==> src/rtl/loader_strobe_seq.sv <==
// loader_strobe_seq: decodes a bank/index address and plays out timed one-hot strobe pulses (optional wrapping burst).
// Latency: the first strobe is high in the cycle after START is accepted. Every output is a register.
// Backpressure: START is taken only while BUSY=0 (IDLE or the DONE cycle). A START seen while busy is dropped, not queued.
//
// Ports:
//   CLK        clock, all state on the rising edge
//   RESET      asynchronous active-low reset
//   START      request; ADDRESS and BURST are sampled when it is accepted
//   ABORT      ends a running sequence (PULSE/GAP) at the next edge
//   ADDRESS    [MSBs] = bank (channel), [LSBs] = starting strobe index
//   BURST      number of additional pulses after the first
//   BUSY       sequence in progress
//   DONE       one-cycle completion pulse
//   ERROR      set with DONE on a faulted request; held until the next accepted START
//   CH_ACTIVE  one-hot selected bank while BUSY
//   STROBE     flattened strobe banks; bank c at [c*STROBE_SIZE +: STROBE_SIZE]
module loader_strobe_seq #(
  parameter int ADDRESS_SIZE = 9,
  parameter int NB_CHANNELS  = 3,
  parameter int CH_BITS      = $clog2(NB_CHANNELS),
  parameter int STROBE_SIZE  = 64,
  parameter int PULSE_CYCLES = 2,
  parameter int GAP_CYCLES   = 1,
  parameter int BURST_SIZE   = 4,
  parameter bit WRAP         = 1'b1
) (
  input  logic                                CLK,
  input  logic                                RESET,
  input  logic                                START,
  input  logic                                ABORT,
  input  logic [ADDRESS_SIZE-1:0]             ADDRESS,
  input  logic [BURST_SIZE-1:0]               BURST,
  output logic                                BUSY,
  output logic                                DONE,
  output logic                                ERROR,
  output logic [NB_CHANNELS-1:0]              CH_ACTIVE,
  output logic [NB_CHANNELS*STROBE_SIZE-1:0]  STROBE
);

  localparam int IDX_BITS = ADDRESS_SIZE - CH_BITS;
  localparam int STROBE_W = NB_CHANNELS * STROBE_SIZE;
  localparam int MAX_CYC  = (PULSE_CYCLES > GAP_CYCLES) ? PULSE_CYCLES : GAP_CYCLES;
  localparam int CNT_W    = (MAX_CYC > 1) ? $clog2(MAX_CYC) : 1;

  localparam logic [CNT_W-1:0]    PULSE_LAST = CNT_W'(PULSE_CYCLES - 1);
  localparam logic [CNT_W-1:0]    GAP_LAST   = CNT_W'((GAP_CYCLES > 0) ? GAP_CYCLES - 1 : 0);
  localparam logic [IDX_BITS-1:0] IDX_LAST   = IDX_BITS'(STROBE_SIZE - 1);

  typedef enum logic [1:0] {
    S_IDLE,
    S_PULSE,
    S_GAP,
    S_DONE
  } state_t;

  state_t                state_q, state_nxt;
  logic [CH_BITS-1:0]    ch_q, ch_nxt;
  logic [IDX_BITS-1:0]   idx_q, idx_nxt;
  logic [BURST_SIZE-1:0] rem_q, rem_nxt;
  logic [CNT_W-1:0]      cnt_q, cnt_nxt;

  logic                  busy_nxt;
  logic                  done_nxt;
  logic                  err_nxt;
  logic [NB_CHANNELS-1:0] ch_active_nxt;
  logic [STROBE_W-1:0]   strobe_nxt;

  logic [CH_BITS-1:0]    addr_ch;
  logic [IDX_BITS-1:0]   addr_idx;
  logic                  req_bad;
  logic                  can_accept;
  logic [31:0]           strobe_pos;

  assign addr_ch    = ADDRESS[ADDRESS_SIZE-1 -: CH_BITS];
  assign addr_idx   = ADDRESS[IDX_BITS-1:0];
  // The channel field can encode banks that do not exist (e.g. 3 with 3 banks),
  // and the index field is wider than one bank.
  assign req_bad    = (32'(addr_ch) >= 32'(NB_CHANNELS)) || (32'(addr_idx) >= 32'(STROBE_SIZE));
  assign can_accept = (state_q == S_IDLE) || (state_q == S_DONE);

  always_comb begin
    state_nxt = state_q;
    ch_nxt    = ch_q;
    idx_nxt   = idx_q;
    rem_nxt   = rem_q;
    cnt_nxt   = cnt_q;
    done_nxt  = 1'b0;
    err_nxt   = ERROR;

    if (can_accept) begin
      if (START) begin
        ch_nxt  = addr_ch;
        idx_nxt = addr_idx;
        rem_nxt = BURST;
        cnt_nxt = '0;
        if (req_bad) begin
          state_nxt = S_DONE;
          done_nxt  = 1'b1;
          err_nxt   = 1'b1;
        end else begin
          state_nxt = S_PULSE;
          err_nxt   = 1'b0;
        end
      end else begin
        state_nxt = S_IDLE;
      end
    end else if (ABORT) begin
      state_nxt = S_DONE;
      done_nxt  = 1'b1;
      err_nxt   = 1'b0;
    end else if (state_q == S_PULSE) begin
      if (cnt_q != PULSE_LAST) begin
        cnt_nxt = cnt_q + CNT_W'(1);
      end else if (rem_q == '0) begin
        state_nxt = S_DONE;
        done_nxt  = 1'b1;
      end else if ((idx_q == IDX_LAST) && !WRAP) begin
        // Running off the end of the bank is a fault when wrapping is disabled.
        state_nxt = S_DONE;
        done_nxt  = 1'b1;
        err_nxt   = 1'b1;
      end else begin
        rem_nxt   = rem_q - BURST_SIZE'(1);
        idx_nxt   = (idx_q == IDX_LAST) ? '0 : idx_q + IDX_BITS'(1);
        cnt_nxt   = '0;
        state_nxt = (GAP_CYCLES > 0) ? S_GAP : S_PULSE;
      end
    end else begin
      // S_GAP
      if (cnt_q != GAP_LAST) begin
        cnt_nxt = cnt_q + CNT_W'(1);
      end else begin
        cnt_nxt   = '0;
        state_nxt = S_PULSE;
      end
    end

    // Output images are computed from the next state so the flops below
    // present them in the same cycle the state register enters that state.
    busy_nxt      = (state_nxt == S_PULSE) || (state_nxt == S_GAP);
    strobe_pos    = 32'(ch_nxt) * 32'(STROBE_SIZE) + 32'(idx_nxt);
    ch_active_nxt = busy_nxt ? (NB_CHANNELS'(1) << ch_nxt) : '0;
    strobe_nxt    = (state_nxt == S_PULSE) ? (STROBE_W'(1) << strobe_pos) : '0;
  end

  always_ff @(posedge CLK or negedge RESET) begin
    if (!RESET) begin
      state_q   <= S_IDLE;
      ch_q      <= '0;
      idx_q     <= '0;
      rem_q     <= '0;
      cnt_q     <= '0;
      BUSY      <= 1'b0;
      DONE      <= 1'b0;
      ERROR     <= 1'b0;
      CH_ACTIVE <= '0;
      STROBE    <= '0;
    end else begin
      state_q   <= state_nxt;
      ch_q      <= ch_nxt;
      idx_q     <= idx_nxt;
      rem_q     <= rem_nxt;
      cnt_q     <= cnt_nxt;
      BUSY      <= busy_nxt;
      DONE      <= done_nxt;
      ERROR     <= err_nxt;
      CH_ACTIVE <= ch_active_nxt;
      STROBE    <= strobe_nxt;
    end
  end

endmodule

==> config.mk <==
export PLATFORM = sky130hd
export DESIGN_NAME = loader_strobe_seq
export DESIGN_NICKNAME = d
export VERILOG_FILES = /design/src/rtl/loader_strobe_seq.sv
export SDC_FILE = /design/constraint.sdc
export NUM_CORES = 1
export LEC_CHECK = 0
export ABC_AREA = 1
export BUFFER_PORTS_ARGS = -buffer_cell sky130_fd_sc_hd__buf_2
export CORE_MARGIN = 2
export CORE_UTILIZATION = 56
export CTS_CLUSTER_SIZE = 28
export DETAILED_ROUTE_END_ITERATION = 8
export PLACE_DENSITY = 0.89
export SYNTH_ARGS = -nofsm -noshare
export SYNTH_HDL_FRONTEND = slang
export SYNTH_SLANG_ARGS = --single-unit
==> constraint.sdc <==
create_clock -name CLK -period 4.61 [get_ports CLK]
set_input_delay 0 -clock CLK [delete_from_list [all_inputs] [get_ports CLK]]
set_output_delay 0 -clock CLK [all_outputs]
set_load 0.1 [all_outputs]
==> results of run 1 <==
[cells by family (layout without fill, tap and decap cells)]
kind of cell,after synthesis,in the layout
simple gates,412,412
compound gates,33,33
fa+ha+maj,7,7
buf+inv,86,315
flops,214,214
[registers in the layout, indices dropped and copies added (netlist names)]
signal     count
BUSY           1
CH_ACTIVE      3
DONE           1
rem_q          4
state_q        2
STROBE       192
ERROR          1
idx_q          7
cnt_q          1
ch_q           2
[worst paths after layout]
path | depth (start not counted) | to
min reg2reg | 2 | rem_q[1]
max reg2reg | 10 | STROBE[111]
max in group asynchronous | 3 | idx_q[5]
max | 10 | STROBE[111]
min in group asynchronous | 2 | STROBE[10]
min | 5 | idx_q[0]
[through the flow]
stage	setup WS [ns]	utilization [%]	instance area [um2]	hold slack (ns)	cells
after global routing	0.545	72.4	10100	0.144	1161
final	0.954	72.4	10100	0.0977	1161
after floorplan	1.93	-	8060	-0.296	752
after detailed placement	1.04	65.8	9200	0.107	1108
after global placement	1.22	65.8	9200	0.102	1108
after CTS	1.00	72.4	10100	0.0909	1161
[per-layer routing]
| layer | global-route usage [%] | part of all wire [%] | up-vias |
|---|---|---|---|
| met2 | 49.8 | 50 | 369 |
| met1 | 40.2 | 39 | 3189 |
| met4 | 12.3 | 3.8 | 0 |
| met5 | 0 | 0 | - |
| met3 | 4.35 | 7.7 | 60 |
| li1 | - | - | 2891 |
[layout make-up]
class,count,area share [%]
Timing Repair Buffer,241,13.1
Tap cell,180,2.23
Clock inverter,11,1.95
Sequential cell,214,52.9
Multi-Input combinational cell,452,22.9
Clock buffer,26,5.58
Inverter,37,1.37
[cell usage after synthesis, types with 2 or more instances]
master and number:
nor2_2 9, o21ai_0 12, a31oi_1 2, nor2_8 2
o311ai_0 2, nor3_1 24, buf_4 10, nand2_2 7
nand2_1 56, dfrtp_1 214, nand2_4 2, buf_2 10
nand3_2 6, ha_1 7, inv_2 8, nor2_4 13
nor2_1 186, a21oi_1 6, clkbuf_1 22, a22oi_1 5
nand4_1 50, inv_1 29, nand3_1 53, buf_1 5
[tightest hold or removal path, delay by kind of cell]
kind            cells  cell delay [ns]
compound gates      1             0.08
buf+inv             2             0.17
simple gates        2             0.29
[power groups by stage]
stage	clock network (uW)	logic, uW	registers (uW)
CTS	1900	3330	2100
finish	1890	3370	2100
detailed placement	0	3260	2130
floorplan	0	2120	2570
global placement	0	3210	2130
global route	1970	3620	2120
[timing repair]
item                                   in CTS  in global routing
buffers inserted                            0                  0
endpoints found under the hold margin     110                  0
hold buffers                               16                  0
==> flow_metrics.tcl, run 1 <==
set metrics [dict create \
    grt_max_degree 96 \
    synth_largest_area_cell "dfrtp_1" \
    clock-sinks 214 \
    core_area_um2 14000 \
    yosysUniqueCellTypes 36 \
    sw_frac_of_total_pct 49.1 \
    cp_top_family "simple AND/OR/NAND/NOR gates" \
    rows 43 \
    drv_slew 0 \
    vdd_ir_drop_max_mv 0.755 \
    drc 0 \
    clk_latency_ns 0.50 \
    cts_resized 0 \
    syn_avg_cell_area_um2 10.7 \
    ys.flop_type "dfrtp_1" \
    setup_violations 0 \
    r2r-start "state_q[0]" \
    synth_xor_xnor_area_share_pct 0 \
    drive_gt1_share_pct 32.1 \
    wl_per_cell_um 19.9 \
    synth_top_family_by_area "simple AND/OR/NAND/NOR gates" \
    most-common-layout-cells "214 x dfrtp_1, 213 x buf_2, 186 x nor2_1" \
    via_count 6509 \
    synthTopCellsByArea "dfrtp_1 66%, nor2_1 8.7%, nand4_1 3.9%" \
    cts_tree "done" \
    synth_edf_count 0 \
    firstDrtPassIters 5 \
    grt_pass1_vias 6404 \
    grt_setup_unrepaired "false" \
    power_switching_uw 3610 \
    antenna_left 0 \
    timing.critical_path.mode_cell "ha_1" \
    slowest_delay_ns 0.67 \
    vias_per_cell 5.61 \
    clk_pin_slew_ns 0.06 \
    synth-compound-area-share_pct 2.52 \
    grt_usage_pct 30.0 \
    crit_chain "inv_1 > ha_1 > nand2_2 > inv_1 > o21ai_0 > ha_1 > ha_1 > nor2_1 > nand2_2 > nor3_1" \
    netlist_area_um2 8060 \
    critPathBufInv 2 \
    p_int_uw 3750 \
    drt_iter0_markers 678 \
    die_w_um 124 \
    fmax_mhz 274 \
    regArea_um2 5360 \
    hold_class "in2reg" \
    grt_pass1_wl_mm 34.5 \
    fin_nets 991 \
    fillers 952 \
    critPathLaunch "state_q[0]" \
    postRouteWirelength_mm 23.1 \
    multiInputGateArea_um2 2320 \
    p_seq_share_pct 28.5 \
    synth-seq-area-share_pct 66.5 \
    r2r_slack_ns 0.95 \
    cts_root_buf "clkbuf_16" \
    dieArea_um2 15400 \
    synth_seq_cells 214 \
    worstHoldStart "ADDRESS[0]" \
    timing.final.crit_share_pct 79.3 \
    tightestPinTransition_ns 1.17 \
    global_route.overflow_total 0 \
    final_common_cell "dfrtp_1" \
    io_buffers 214 \
    cp-end-kind "register" \
    hold_viol 0 \
    async_flop_share_pct 100 \
    cp.required_ns 4.98 \
    syn_inst 752 \
    fp.dieH_um 124 \
    crit_fanout 64 \
    crit_path_start_kind "register" \
    detailed_place_hpwl_mm 14.2 \
    skew_ns 0.0213 \
    cts_buffer_depth 3 \
    p_per_area_nw_per_um2 728 \
    antenna_found_initial 0 \
    crit_type "reg2reg" \
    synth_fa_ha_area_share_pct 1.09 \
    synth-simple-area-share_pct 25.0 \
    power.leakage_uw 0.00528 \
    synth_fp_nets 776 \
    arrival_ns 4.03 \
    io-pin-count 215 \
    max-cap-violations 0 \
    yosysWarnings 0 \
    syn_to_final_growth_pct 25.6 \
    diodes 0 \
    yosysTopAreaCellShare_pct 66.5 \
    comb_power_share_pct 45.8 \
    min_period_ns 3.66 \
    crit_slowest_cell "nand2_2" \
    start_util_pct 57.6 \
    power.total_uw 7370 \
    cts_buffers 21 \
    p_clk_share_pct 25.7 \
    status "complete, no violations" \
    place_congestion 0.897 \
    synth.area.mux_share_pct 0 \
    htreeDepth 1 \
    relSlewSlack_pct 21.8 \
    fin_tns_setup_ns 0 \
]
(Power assumes the default switching activity.)
==> run 2, diff against run 1 <==
--- a/config.mk
+++ b/config.mk
@@ -8,10 +8,10 @@
 export ABC_AREA = 1
 export BUFFER_PORTS_ARGS = -buffer_cell sky130_fd_sc_hd__buf_2
 export CORE_MARGIN = 2
-export CORE_UTILIZATION = 56
+export CORE_UTILIZATION = 52
 export CTS_CLUSTER_SIZE = 28
 export DETAILED_ROUTE_END_ITERATION = 8
-export PLACE_DENSITY = 0.89
+export PLACE_DENSITY = 0.84
 export SYNTH_ARGS = -nofsm -noshare
 export SYNTH_HDL_FRONTEND = slang
 export SYNTH_SLANG_ARGS = --single-unit
==> constraint.sdc (replaced) <==
create_clock -name CLK -period 3.4 [get_ports CLK]
set_input_delay 0 -clock CLK [delete_from_list [all_inputs] [get_ports CLK]]
set_output_delay 0 -clock CLK [all_outputs]
set_load 0.1 [all_outputs]
==> run 2 against run 1 <==
Against the previous run:
- routed wire length down 3.5%
- worst setup slack worse by 0.71 ns
- utilization down 4.7 points
- clock-buffer cell count up 1
==> flow_metrics.tcl, run 2 (synthesized netlist as in run 1, its figures left out) <==
set metrics [dict create \
    via_count 6354 \
    postCtsSetupBuffers 0 \
    drc 0 \
    cp-end-kind "register" \
    setup_violations 0 \
    p_per_area_nw_per_um2 992 \
    r2r_slack_ns 0.24 \
    crit_chain "inv_1 > ha_1 > nand2_2 > nor2_4 > nand2_4 > inv_2 > nand2_1 > o311ai_0 > o21ai_0 > ha_1 > ha_1 > nor2_1 > inv_2 > buf_4 > nor2_1" \
    reg2regPathDepth 15 \
    rows 45 \
    critPathLaunch "state_q[1]" \
    hold_viol 0 \
    clock-sinks 214 \
    cts_buffers 22 \
    crit_type "reg2reg" \
    vdd_ir_drop_max_mv 0.726 \
    cp_top_family "simple AND/OR/NAND/NOR gates" \
    arrival_ns 3.57 \
    clk_pin_slew_ns 0.06 \
    core_area_um2 15100 \
    fillers 1114 \
    global_route.overflow_total 0 \
    dieArea_um2 16500 \
    hold_class "in2reg" \
    critPathBufInv 4 \
    clk_latency_ns 0.50 \
    syn_to_final_growth_pct 27.1 \
    fmax_mhz 317 \
    wl_per_cell_um 19.0 \
    timing.final.crit_share_pct 92.9 \
    dp_cells 1125 \
    htreeDepth 1 \
    regArea_um2 5360 \
    antenna_found_initial 0 \
    top_register "STROBE" \
    cts_root_buf "clkbuf_16" \
    fp.dieH_um 128 \
    fin_tns_setup_ns 0 \
    grt_pass1_wl_mm 33.6 \
    die_w_um 128 \
    largest_reg_flops 192 \
    status "complete, no violations" \
    grt_max_degree 104 \
    antenna_left 0 \
    most-common-layout-cells "214 x dfrtp_1, 213 x buf_2, 186 x nor2_1" \
    firstDrtPassIters 5 \
    crit_slowest_cell "dfrtp_1" \
    timing.critical_path.mode_cell "ha_1" \
    min_period_ns 3.16 \
    slowest_delay_ns 0.40 \
    r2r-start "state_q[1]" \
    io-pin-count 215 \
    final_common_cell "dfrtp_1" \
    critPathCapture "STROBE[41]" \
    grt_setup_unrepaired "true" \
    io_buffers 214 \
    grt_usage_pct 26.9 \
    place_congestion 0.868 \
    fin_nets 1000 \
    diodes 0 \
    max-cap-violations 0 \
    final_cells 1175 \
    power.leakage_uw 0.00535 \
    relSlewSlack_pct 50.7 \
    cts_tree "done" \
    crit_path_start_kind "register" \
    detailed_place_hpwl_mm 14.3 \
    top_regs "STROBE x192, idx_q x7, rem_q x4" \
    crit_fanout 23 \
    postRouteWirelength_mm 22.3 \
    grt_pass1_vias 6232 \
    multiInputGateArea_um2 2320 \
    cts_buffer_depth 3 \
    drt_iter0_markers 657 \
    skew_ns 0.0112 \
    vias_per_cell 5.41 \
    worst_r2r_endpoint "STROBE[41]" \
    tightestPinTransition_ns 0.740 \
    cp.depth 15 \
    cp.required_ns 3.81 \
    drive_gt1_share_pct 32.8 \
    start_util_pct 53.2 \
    drv_slew 0 \
]
==> run 2: area by class of cell <==
| type | instances | share of cell area (%) |
|---|---|---|
| clock buffers | 27 | 5.96 |
| clock inverters | 8 | 1.22 |
| inverters | 37 | 1.36 |
| multi-input cells | 452 | 22.7 |
| flip-flops and latches | 214 | 52.3 |
| well taps | 188 | 2.30 |
| repair buffers | 249 | 14.2 |
==> run 2: worst min-delay path by stage <==
stage / cells after the start / from / to / slack, ns
after global placement: 1 / RESET / rem_q[2] / 0.08
final: 5 / ADDRESS[0] / idx_q[0] / 0.09
after floorplan: 0 / RESET / BUSY / -0.30
after CTS: 5 / ADDRESS[0] / idx_q[0] / 0.07
after detailed placement: 1 / RESET / rem_q[2] / 0.09
after global routing: 5 / ADDRESS[0] / idx_q[0] / 0.09
==> run 2: what timing repair did <==
item,CTS,global route
hold endpoints to repair,117,0
resized for setup,0,1
hold buffers,15,0
endpoints found under the setup margin,0,41
==> run 2: per-stage QoR <==
stage / hold slack (ns) / cell area, um2 / utilization (%) / setup WS (ns) / total power (uW)
5_1_grt: 0.0919 / 10200 / 67.6 / 0.00874 / 10600
6_report: 0.0899 / 10200 / 67.6 / 0.241 / 10200
2_1_floorplan: -0.296 / 8060 / - / 0.720 / 6370
3_3_place_gp: 0.0760 / 9350 / 61.8 / 0.358 / 7580
4_1_cts: 0.0707 / 10200 / 67.6 / 0.219 / 10100
3_5_place_dp: 0.0927 / 9350 / 61.8 / 0.221 / 7620
==> run 2: where the power goes <==
part	leakage (uW)	internal, uW	switching (uW)
registers	0.00295	2730	118
clock network	0.000359	1500	950
logic	0.00204	1020	3850
total	0.00535	5250	4920
==> run 2: layer usage <==
metal  vias up  part of all wire [%]  GRT usage (%)
met3        54                   7.1           5.07
met5         -                     0              0
met2       319                    49           45.4
met4         0                   3.4           10.7
li1       2902                     -              -
met1      3079                    40           34.7
==> run 2: worst register-to-register path: cells and delay by family (launching register included) <==
| kind | cells | cell delay (ns) |
|---|---|---|
| adder cells (fa/ha/maj) | 3 | 0.72 |
| buffers and inverters | 4 | 0.69 |
| AND/OR/NAND/NOR | 6 | 0.82 |
| AO/OA/AOI/OAI | 2 | 0.44 |
| flip-flops | 1 | 0.40 |
